`src/rtl/inv_mix_column_if.sv`:
```
// Handshake bundle for the InvMixColumns stage: input state, output state and busy flag.
// The design attaches to the slave modport and the producer/consumer to the master modport.
interface inv_mix_column_if;
  logic         in_valid_i;
  logic         in_ready_o;
  logic [127:0] state_i;
  logic         out_valid_o;
  logic         out_ready_i;
  logic [127:0] state_o;
  logic         busy_o;

  modport slave (
    input  in_valid_i, state_i, out_ready_i,
    output in_ready_o, out_valid_o, state_o, busy_o
  );

  modport master (
    output in_valid_i, state_i, out_ready_i,
    input  in_ready_o, out_valid_o, state_o, busy_o
  );
endinterface

```
`src/rtl/inv_mix_column.sv`:
```
// AES InvMixColumns, column-serial: a captured state is transformed COLS_PER_CYCLE columns
// per clock in a work register, then held in state_o until the consumer accepts it.
module inv_mix_column #(
  parameter int COLS_PER_CYCLE = 1
) (
  input  logic             clk_i,
  input  logic             rst_n,
  inv_mix_column_if.slave  bus
);

  if (!(COLS_PER_CYCLE == 1 || COLS_PER_CYCLE == 2 || COLS_PER_CYCLE == 4)) begin : g_bad_cols
    $error("inv_mix_column: COLS_PER_CYCLE must be 1, 2 or 4");
  end

  typedef enum logic [1:0] {
    IDLE = 2'd0,
    BUSY = 2'd1,
    DONE = 2'd2
  } state_e;

  // Column counter only ever holds multiples of COLS_PER_CYCLE, so a window never wraps.
  localparam logic [1:0] COL_STEP = 2'(COLS_PER_CYCLE);
  localparam logic [1:0] LAST_COL = 2'(4 - COLS_PER_CYCLE);
  localparam logic [2:0] WIN      = 3'(COLS_PER_CYCLE);

  function automatic logic [7:0] xtime(input logic [7:0] b);
    xtime = {b[6:0], 1'b0} ^ (b[7] ? 8'h1b : 8'h00);
  endfunction

  function automatic logic [31:0] inv_col(input logic [31:0] c);
    logic [7:0] s [4];
    logic [7:0] x2 [4];
    logic [7:0] x4 [4];
    logic [7:0] x8 [4];
    logic [7:0] m9 [4];
    logic [7:0] mb [4];
    logic [7:0] md [4];
    logic [7:0] me [4];
    for (int r = 0; r < 4; r++) begin
      s[r]  = c[31-8*r -: 8];
      x2[r] = xtime(s[r]);
      x4[r] = xtime(x2[r]);
      x8[r] = xtime(x4[r]);
      m9[r] = x8[r] ^ s[r];
      mb[r] = x8[r] ^ x2[r] ^ s[r];
      md[r] = x8[r] ^ x4[r] ^ s[r];
      me[r] = x8[r] ^ x4[r] ^ x2[r];
    end
    inv_col = {me[0] ^ mb[1] ^ md[2] ^ m9[3],
               m9[0] ^ me[1] ^ mb[2] ^ md[3],
               md[0] ^ m9[1] ^ me[2] ^ mb[3],
               mb[0] ^ md[1] ^ m9[2] ^ me[3]};
  endfunction

  state_e         state_r, state_nx;
  logic [1:0]     col_r, col_nx;
  logic [127:0]   work_r, work_nx;
  logic [127:0]   result_r, result_nx;
  logic           out_valid_r, out_valid_nx;
  logic           in_ready_r, in_ready_nx;
  logic           busy_r, busy_nx;
  logic [127:0]   cols_s;

  // Work register with the current column window replaced by its transform.
  always_comb begin
    cols_s = work_r;
    for (int j = 0; j < 4; j++) begin
      if (2'(j) >= col_r && {1'b0, 2'(j)} < ({1'b0, col_r} + WIN)) begin
        cols_s[127-32*j -: 32] = inv_col(work_r[127-32*j -: 32]);
      end else begin
        cols_s[127-32*j -: 32] = work_r[127-32*j -: 32];
      end
    end
  end

  // Next-state, datapath and output decode for the IDLE/BUSY/DONE controller.
  always_comb begin
    state_nx     = state_r;
    col_nx       = col_r;
    work_nx      = work_r;
    result_nx    = result_r;
    out_valid_nx = out_valid_r;
    case (state_r)
      IDLE: begin
        if (bus.in_valid_i && in_ready_r) begin
          work_nx  = bus.state_i;
          col_nx   = 2'd0;
          state_nx = BUSY;
        end else begin
          state_nx = IDLE;
        end
      end
      BUSY: begin
        work_nx = cols_s;
        if (col_r == LAST_COL) begin
          result_nx    = cols_s;
          out_valid_nx = 1'b1;
          col_nx       = 2'd0;
          state_nx     = DONE;
        end else begin
          col_nx   = col_r + COL_STEP;
          state_nx = BUSY;
        end
      end
      DONE: begin
        if (bus.out_ready_i) begin
          out_valid_nx = 1'b0;
          state_nx     = IDLE;
        end else begin
          state_nx = DONE;
        end
      end
      default: begin
        out_valid_nx = 1'b0;
        col_nx       = 2'd0;
        state_nx     = IDLE;
      end
    endcase
    in_ready_nx = (state_nx == IDLE);
    busy_nx     = (state_nx == BUSY);
  end

  // State, datapath and registered handshake outputs.
  always_ff @(posedge clk_i or negedge rst_n) begin
    if (!rst_n) begin
      state_r     <= IDLE;
      col_r       <= 2'd0;
      work_r      <= 128'd0;
      result_r    <= 128'd0;
      out_valid_r <= 1'b0;
      in_ready_r  <= 1'b1;
      busy_r      <= 1'b0;
    end else begin
      state_r     <= state_nx;
      col_r       <= col_nx;
      work_r      <= work_nx;
      result_r    <= result_nx;
      out_valid_r <= out_valid_nx;
      in_ready_r  <= in_ready_nx;
      busy_r      <= busy_nx;
    end
  end

  assign bus.in_ready_o  = in_ready_r;
  assign bus.out_valid_o = out_valid_r;
  assign bus.state_o     = result_r;
  assign bus.busy_o      = busy_r;

endmodule

```
`src/flat_wrapper.sv`:
```
// flat-port wrapper written by rule: the top's interface ports become plain ports
module inv_mix_column_flat 
#(
  parameter int COLS_PER_CYCLE = 1
)
  (clk_i, rst_n, bus_in_valid_i, bus_state_i, bus_out_ready_i, bus_in_ready_o, bus_out_valid_o, bus_state_o, bus_busy_o);
  inv_mix_column_if bus_i ();
  input  logic clk_i;
  input  logic rst_n;
  input wire logic [$bits(bus_i.in_valid_i)-1:0] bus_in_valid_i;
  input wire logic [$bits(bus_i.state_i)-1:0] bus_state_i;
  input wire logic [$bits(bus_i.out_ready_i)-1:0] bus_out_ready_i;
  output wire logic [$bits(bus_i.in_ready_o)-1:0] bus_in_ready_o;
  output wire logic [$bits(bus_i.out_valid_o)-1:0] bus_out_valid_o;
  output wire logic [$bits(bus_i.state_o)-1:0] bus_state_o;
  output wire logic [$bits(bus_i.busy_o)-1:0] bus_busy_o;
  assign bus_i.in_valid_i = bus_in_valid_i;
  assign bus_i.state_i = bus_state_i;
  assign bus_i.out_ready_i = bus_out_ready_i;
  assign bus_in_ready_o = bus_i.in_ready_o;
  assign bus_out_valid_o = bus_i.out_valid_o;
  assign bus_state_o = bus_i.state_o;
  assign bus_busy_o = bus_i.busy_o;
  inv_mix_column #(.COLS_PER_CYCLE(COLS_PER_CYCLE)) u_core (.clk_i(clk_i), .rst_n(rst_n), .bus(bus_i));
endmodule
```
`config.mk`:
```
export PLATFORM = sky130hd
export DESIGN_NAME = inv_mix_column_flat
export DESIGN_NICKNAME = d
export VERILOG_FILES = /design/src/rtl/inv_mix_column_if.sv /design/src/rtl/inv_mix_column.sv /design/src/flat_wrapper.sv
export SDC_FILE = /design/constraint.sdc
export NUM_CORES = 1
export LEC_CHECK = 0
export ABC_AREA = 1
export CORE_ASPECT_RATIO = 2
export CORE_UTILIZATION = 55
export CTS_BUF_LIST = sky130_fd_sc_hd__clkbuf_4
export DETAILED_ROUTE_END_ITERATION = 16
export PLACE_DENSITY = 0.77
export SYNTH_ARGS = -nofsm -noshare
export SYNTH_HDL_FRONTEND = slang
export SYNTH_SLANG_ARGS = --single-unit
```
`constraint.sdc`:
```
create_clock -name clk_i -period 2.2 [get_ports clk_i]
set_input_delay 0.22 -clock clk_i [delete_from_list [all_inputs] [get_ports clk_i]]
set_output_delay 0.22 -clock clk_i [all_outputs]
set_load 0.05 [all_outputs]
```
* After elaboration in Yosys (flattened, before gate mapping) *
Index checks and enable logic that the tools add are counted.

storage, ports and cells
  register bits after elaboration = 263
  input port bits = 132
  word-level logic and storage cells = 294
  output and inout port bits = 131

operators by class
  $add $sub $neg = 2
  multiplexer cells = 64
  reduce and logical (&&, ||, !) cells = 12
  order comparisons = 8
  bitwise operators = 194
  equal/unequal tests = 7

operators with widths
  operator               count
  $xor A8 B8 Y8          192
  $pmux W128 S2          1
  $mux W5                48
  $mux W128              1
  $mux W32               4
  $pmux W2 S3            2
  $mux W2                4
  $lt A1 B3 Y1 const A   2
  $lt A2 B3 Y1 const A   2
  $reduce_and A2 Y1      3
  $logic_and A1 B1 Y1    5
  $eq A2 B1 Y1 const B   2
  $eq A2 B2 Y1 const B   2
  $ge A1 B2 Y1 const A   2
  $ge A2 B2 Y1 const A   2
  $logic_not A2 Y1       2
  $ne A2 B1 Y1 const B   2
  $add A2 B1 Y3 const B  1
  $mux W1                3
  $pmux W1 S3            1
  $reduce_and A3 Y1      1
  $add A2 B1 Y2 const B  1
  $ne A2 B2 Y1 const B   1
  $not A1 Y1             2
  $reduce_bool A2 Y1     1

* Logic depth before layout (Yosys ltp) *
Gate-level depths: netlist (run 1).

  word-level depth = 13
  gate-level depth with buffers = 19
  gate-level depth less buffers = 18

* Worst setup path before layout (run 1) *
No wires, ideal clock.

  path kind = reg2reg
  from = register u_core.col_r[0]
  to = register u_core.work_r[38]
  setup slack = 372 ps
  cell stages (with the launch flop) = 10
  path buffers = 3
  arrival = 1703 ps
  cells stage by stage = dfrtp_1 -> inv_1 -> ha_1 -> clkbuf_1 -> inv_1 -> clkbuf_1 -> clkbuf_1 -> nand2_1 -> nand3_1 -> nand3_1

on the way
  longest elaborated chain between the ends = 5
  elaborated cells on any way between the ends = 6
  those cells by class = 1 x add/sub; 2 x order compare; 2 x mux; 1 x reduce/logical

RTL lines
  what                    line                   source
  start, declared         inv_mix_column.sv:56   logic [1:0] col_r, col_nx;
  start signal, assigned  inv_mix_column.sv:135  col_r <= col_nx;
  $add A2 B1 Y3           inv_mix_column.sv:68   if (2'(j) >= col_r && {1'b0, 2'(j)} < ({1'b0, col_r} + WIN)) begin
  $lt A2 B3 Y1            inv_mix_column.sv:68
  $logic_and A1 B1 Y1 *   inv_mix_column.sv:68
  $mux W32 *              inv_mix_column.sv:68
  $pmux W128 S2 *         inv_mix_column.sv:83   case (state_r)
  end signal, assigned    inv_mix_column.sv:136  work_r <= work_nx;
  end, declared           inv_mix_column.sv:57   logic [127:0] work_r, work_nx;

Every way passes the cells marked *; elsewhere a longest branch is shown, timed or not.
A chain may end at the register's enable or synchronous reset.

* Worst setup path in the final report (run 1) *
  from = register u_core.result_r[123], in the netlist u_core.bus.state_o[123]
  to = output bus_state_o[123]

RTL lines
  what                    line                   source
  start, declared         inv_mix_column.sv:58   logic [127:0] result_r, result_nx;
  start signal, assigned  inv_mix_column.sv:137  result_r <= result_nx;
  end, declared           flat_wrapper.sv:15     output wire logic [$bits(bus_i.state_o)-1:0] bus_state_o;

No word-level cell between the ends.

==> flow_metrics.env, run 1 <==
export IMPL_worst_pin_slew_ps=706
export IMPL_setup_viol=0
export IMPL_max_slew_margin_rel_pct=53.1
export IMPL_slew_violations=0
export IMPL_cts_sinks=263
export IMPL_dieWidth_um=157
export IMPL_setup_worst_path_class="reg2out"
export IMPL_gp_congestion=1.07
export IMPL_avgSynthCellArea_um2=6.34
export IMPL_grt_overflow_total=0
export IMPL_final_nets=4883
export IMPL_ys_async_sr_fraction_pct=100
export IMPL_synth_common_cells="1,829 x nand2_1, 414 x nand3_1, 390 x xor2_1, 358 x inv_1, 262 x dfrtp_1"
export IMPL_dieArea_mm2=0.0487
export IMPL_rsz0062_at_grt="true"
export IMPL_synthFlopType="dfrtp_1"
export IMPL_fin_crit_ps=2180
export IMPL_syn_instance_count=4148
export IMPL_path_delay_family="buffers and inverters"
export IMPL_yosysTopAreaCell="nand2_1"
export IMPL_fin_skew_ps=62.4
export IMPL_hold_violations=0
export IMPL_period_share_pct=99.1
export IMPL_yosysTopAreaCellShare_pct=26.1
export IMPL_io_buffers=262
export IMPL_root_buffer="clkbuf_4"
export IMPL_maxCapViolCount=0
export IMPL_via_per_inst=5.31
export IMPL_grt_max_degree=107
export IMPL_core_mm2=0.0474
export IMPL_min_delay_path_class="in2reg"
export IMPL_slowest_delay_ps=570
export IMPL_drive_gt1_share_pct=16.1
export IMPL_worst_ep_arrival_time_ps=1960
export IMPL_h_tree_depth=2
export IMPL_outcome="finished clean"
export IMPL_clk_pin_slew_ps=70
export IMPL_synth_edf_count=0
export IMPL_crit_buf_inv=1
export IMPL_crit_path_top_delay_cell="dlygate4sd2_1"
export IMPL_startpoint_type="flip-flop"
export IMPL_cts_buffers=61
export IMPL_critPathCaptureType="output port"
export IMPL_vias=28800
export IMPL_grt_total_usage_pct=42.5
export IMPL_clkLatencyLatePin_ps=910
export IMPL_cp_max_fo=2
export IMPL_synth_area_mm2=0.0263
export IMPL_dp_hpwl_mm=80.4
export IMPL_synth_area_leaders="nand2_1 26%, dfrtp_1 25%, xor2_1 13%"
export IMPL_crit_required_ps=1980
export IMPL_holdWs_ps=25.5
export IMPL_initial_utilization_pct=55.5
export IMPL_ys_seq_elements=263
export IMPL_fp_row_count=113
export IMPL_drt_antenna_violating_nets=0
export IMPL_wl_per_cell_um=19.1
export IMPL_drc=0
export IMPL_cts_path_max_buffers=3
export IMPL_areaGrowthSynthToFinish_pct=28.7
export IMPL_ys_seq_area_share_pct=25.0
export IMPL_grt_pass1_vias=28100
export IMPL_dr_pass1_iters=6
export IMPL_drtIter0Drc=2159
export IMPL_fmax_mhz=459
export IMPL_ys_warn_count=0
export IMPL_yosys_cell_types_count=50
export IMPL_die_height_um=311
export IMPL_antenna_found_initial=7
export IMPL_syn_nets=4284
export IMPL_synth_most_common_cell="nand2_1"
export IMPL_worstPathCellList="dlygate4sd2_1"
export IMPL_cts_tree="done"
export IMPL_grt_pass1_wl_mm=155
export IMPL_finalWirelength_mm=104
export IMPL_num_io_pins=263
==> cells by family (layout without fill, tap and decap cells) <==
logic type | Yosys count | in the layout | synth area share, %
other | 0 | 4 | 0
AO/OA/AOI/OAI | 215 | 215 | 4.57
XOR/XNOR | 613 | 613 | 22.0
flip-flops | 263 | 263 | 25.0
AND/OR/NAND/NOR | 2473 | 2473 | 38.7
buffers and inverters | 580 | 1225 | 9.54
adder cells (fa/ha/maj) | 4 | 4 | 0.190
==> state kept, by name (all words and copies together), names as in the netlist <==
signal                  count
u_core.bus.busy_o           1
u_core.bus.in_ready_o       1
u_core.bus.out_valid_o      1
u_core.bus.state_o        128
u_core.col_r                2
u_core.state_r              2
u_core.work_r             128
==> per-layer routing <==
metal	track usage (%)	vias up	share of wire, %
met5	0	-	0.025
met2	74.5	1185	49
met1	42.1	13200	34
li1	-	13900	-
met4	40.2	4	11
met3	6.52	531	6.0
==> area by class of cell <==
cell class              count  area, µm²
multi-input cells        3305      17800
fillers                  4275      13500
flip-flops and latches    263       6630
repair buffers            714       6320
inverters                 402       1550
well taps                 632        791
clock buffers              79        593
clock inverters            30        171
diodes                      4       10.0
==> through the flow <==
step	setup WS (ps)	setup TNS (ps)	util (%)	area, µm²	std cells
3_3_place_gp	-42.1	-45.4	67.2	31800	5230
3_5_place_dp	-41.2	-79.7	67.2	31800	5230
5_1_grt	-79.5	-363	71.4	33800	5429
4_1_cts	4.09	0	69.6	33000	5390
6_report	20.8	0	71.4	33800	5429
2_1_floorplan	372	0	-	26300	4148
==> cells in the final DEF, fill, tap and decap left out, types with 13 or more instances in the layout <==
cell	instances
nand2_1	1786
nand3_1	411
buf_4	373
xor2_1	368
inv_1	344
dfrtp_1	228
xnor2_1	174
clkdlybuf4s50_1	130
dlygate4sd2_1	129
o21ai_0	121
nor2_1	113
clkbuf_4	79
nand2_2	78
dlygate4sd3_1	50
inv_2	43
xor2_2	34
dfrtp_2	34
o21ai_1	29
buf_12	25
clkinv_1	24
a31oi_1	24
nand2_4	20
o21bai_1	20
nand3b_1	19
xnor2_2	16
nand4_1	13
==> what timing repair did <==
| item | 4_1_cts | 5_1_grt |
|---|---|---|
| setup endpoints to repair | 136 | 143 |
| endpoints found under the hold margin | 311 | 0 |
| gates resized for setup | 136 | 161 |
| hold buffers | 51 | 0 |
| setup buffers | 0 | 35 |
| pin swaps | 0 | 10 |
==> path summary, 6_finish.rpt <==
path | start | end | slack, ps | depth (start not counted)
min | bus_state_i[108] | u_core.work_r[108] | 30 | 5
max | u_core.bus.state_o[123] | bus_state_o[123] | 20 | 1
min in group asynchronous | rst_n | u_core.bus.state_o[113] | 540 | 4
max reg2reg | u_core.work_r[111] | u_core.work_r[110] | 50 | 11
min reg2reg | u_core.bus.state_o[20] | u_core.bus.state_o[20] | 470 | 2
max in group asynchronous | rst_n | u_core.work_r[86] | 1210 | 4
Power of run 1 is left out: the tool's default activity adds up to more than one toggle a clock period on the data nets, which glitch-free logic cannot reach.
==> run 2, diff against run 1 <==
CTS_CLUSTER_SIZE = 40   (was unset)
==> results of run 2 <==
Final layout, timing and power as in run 1 (identical DEF).
Power of run 2 is left out for the same reason.
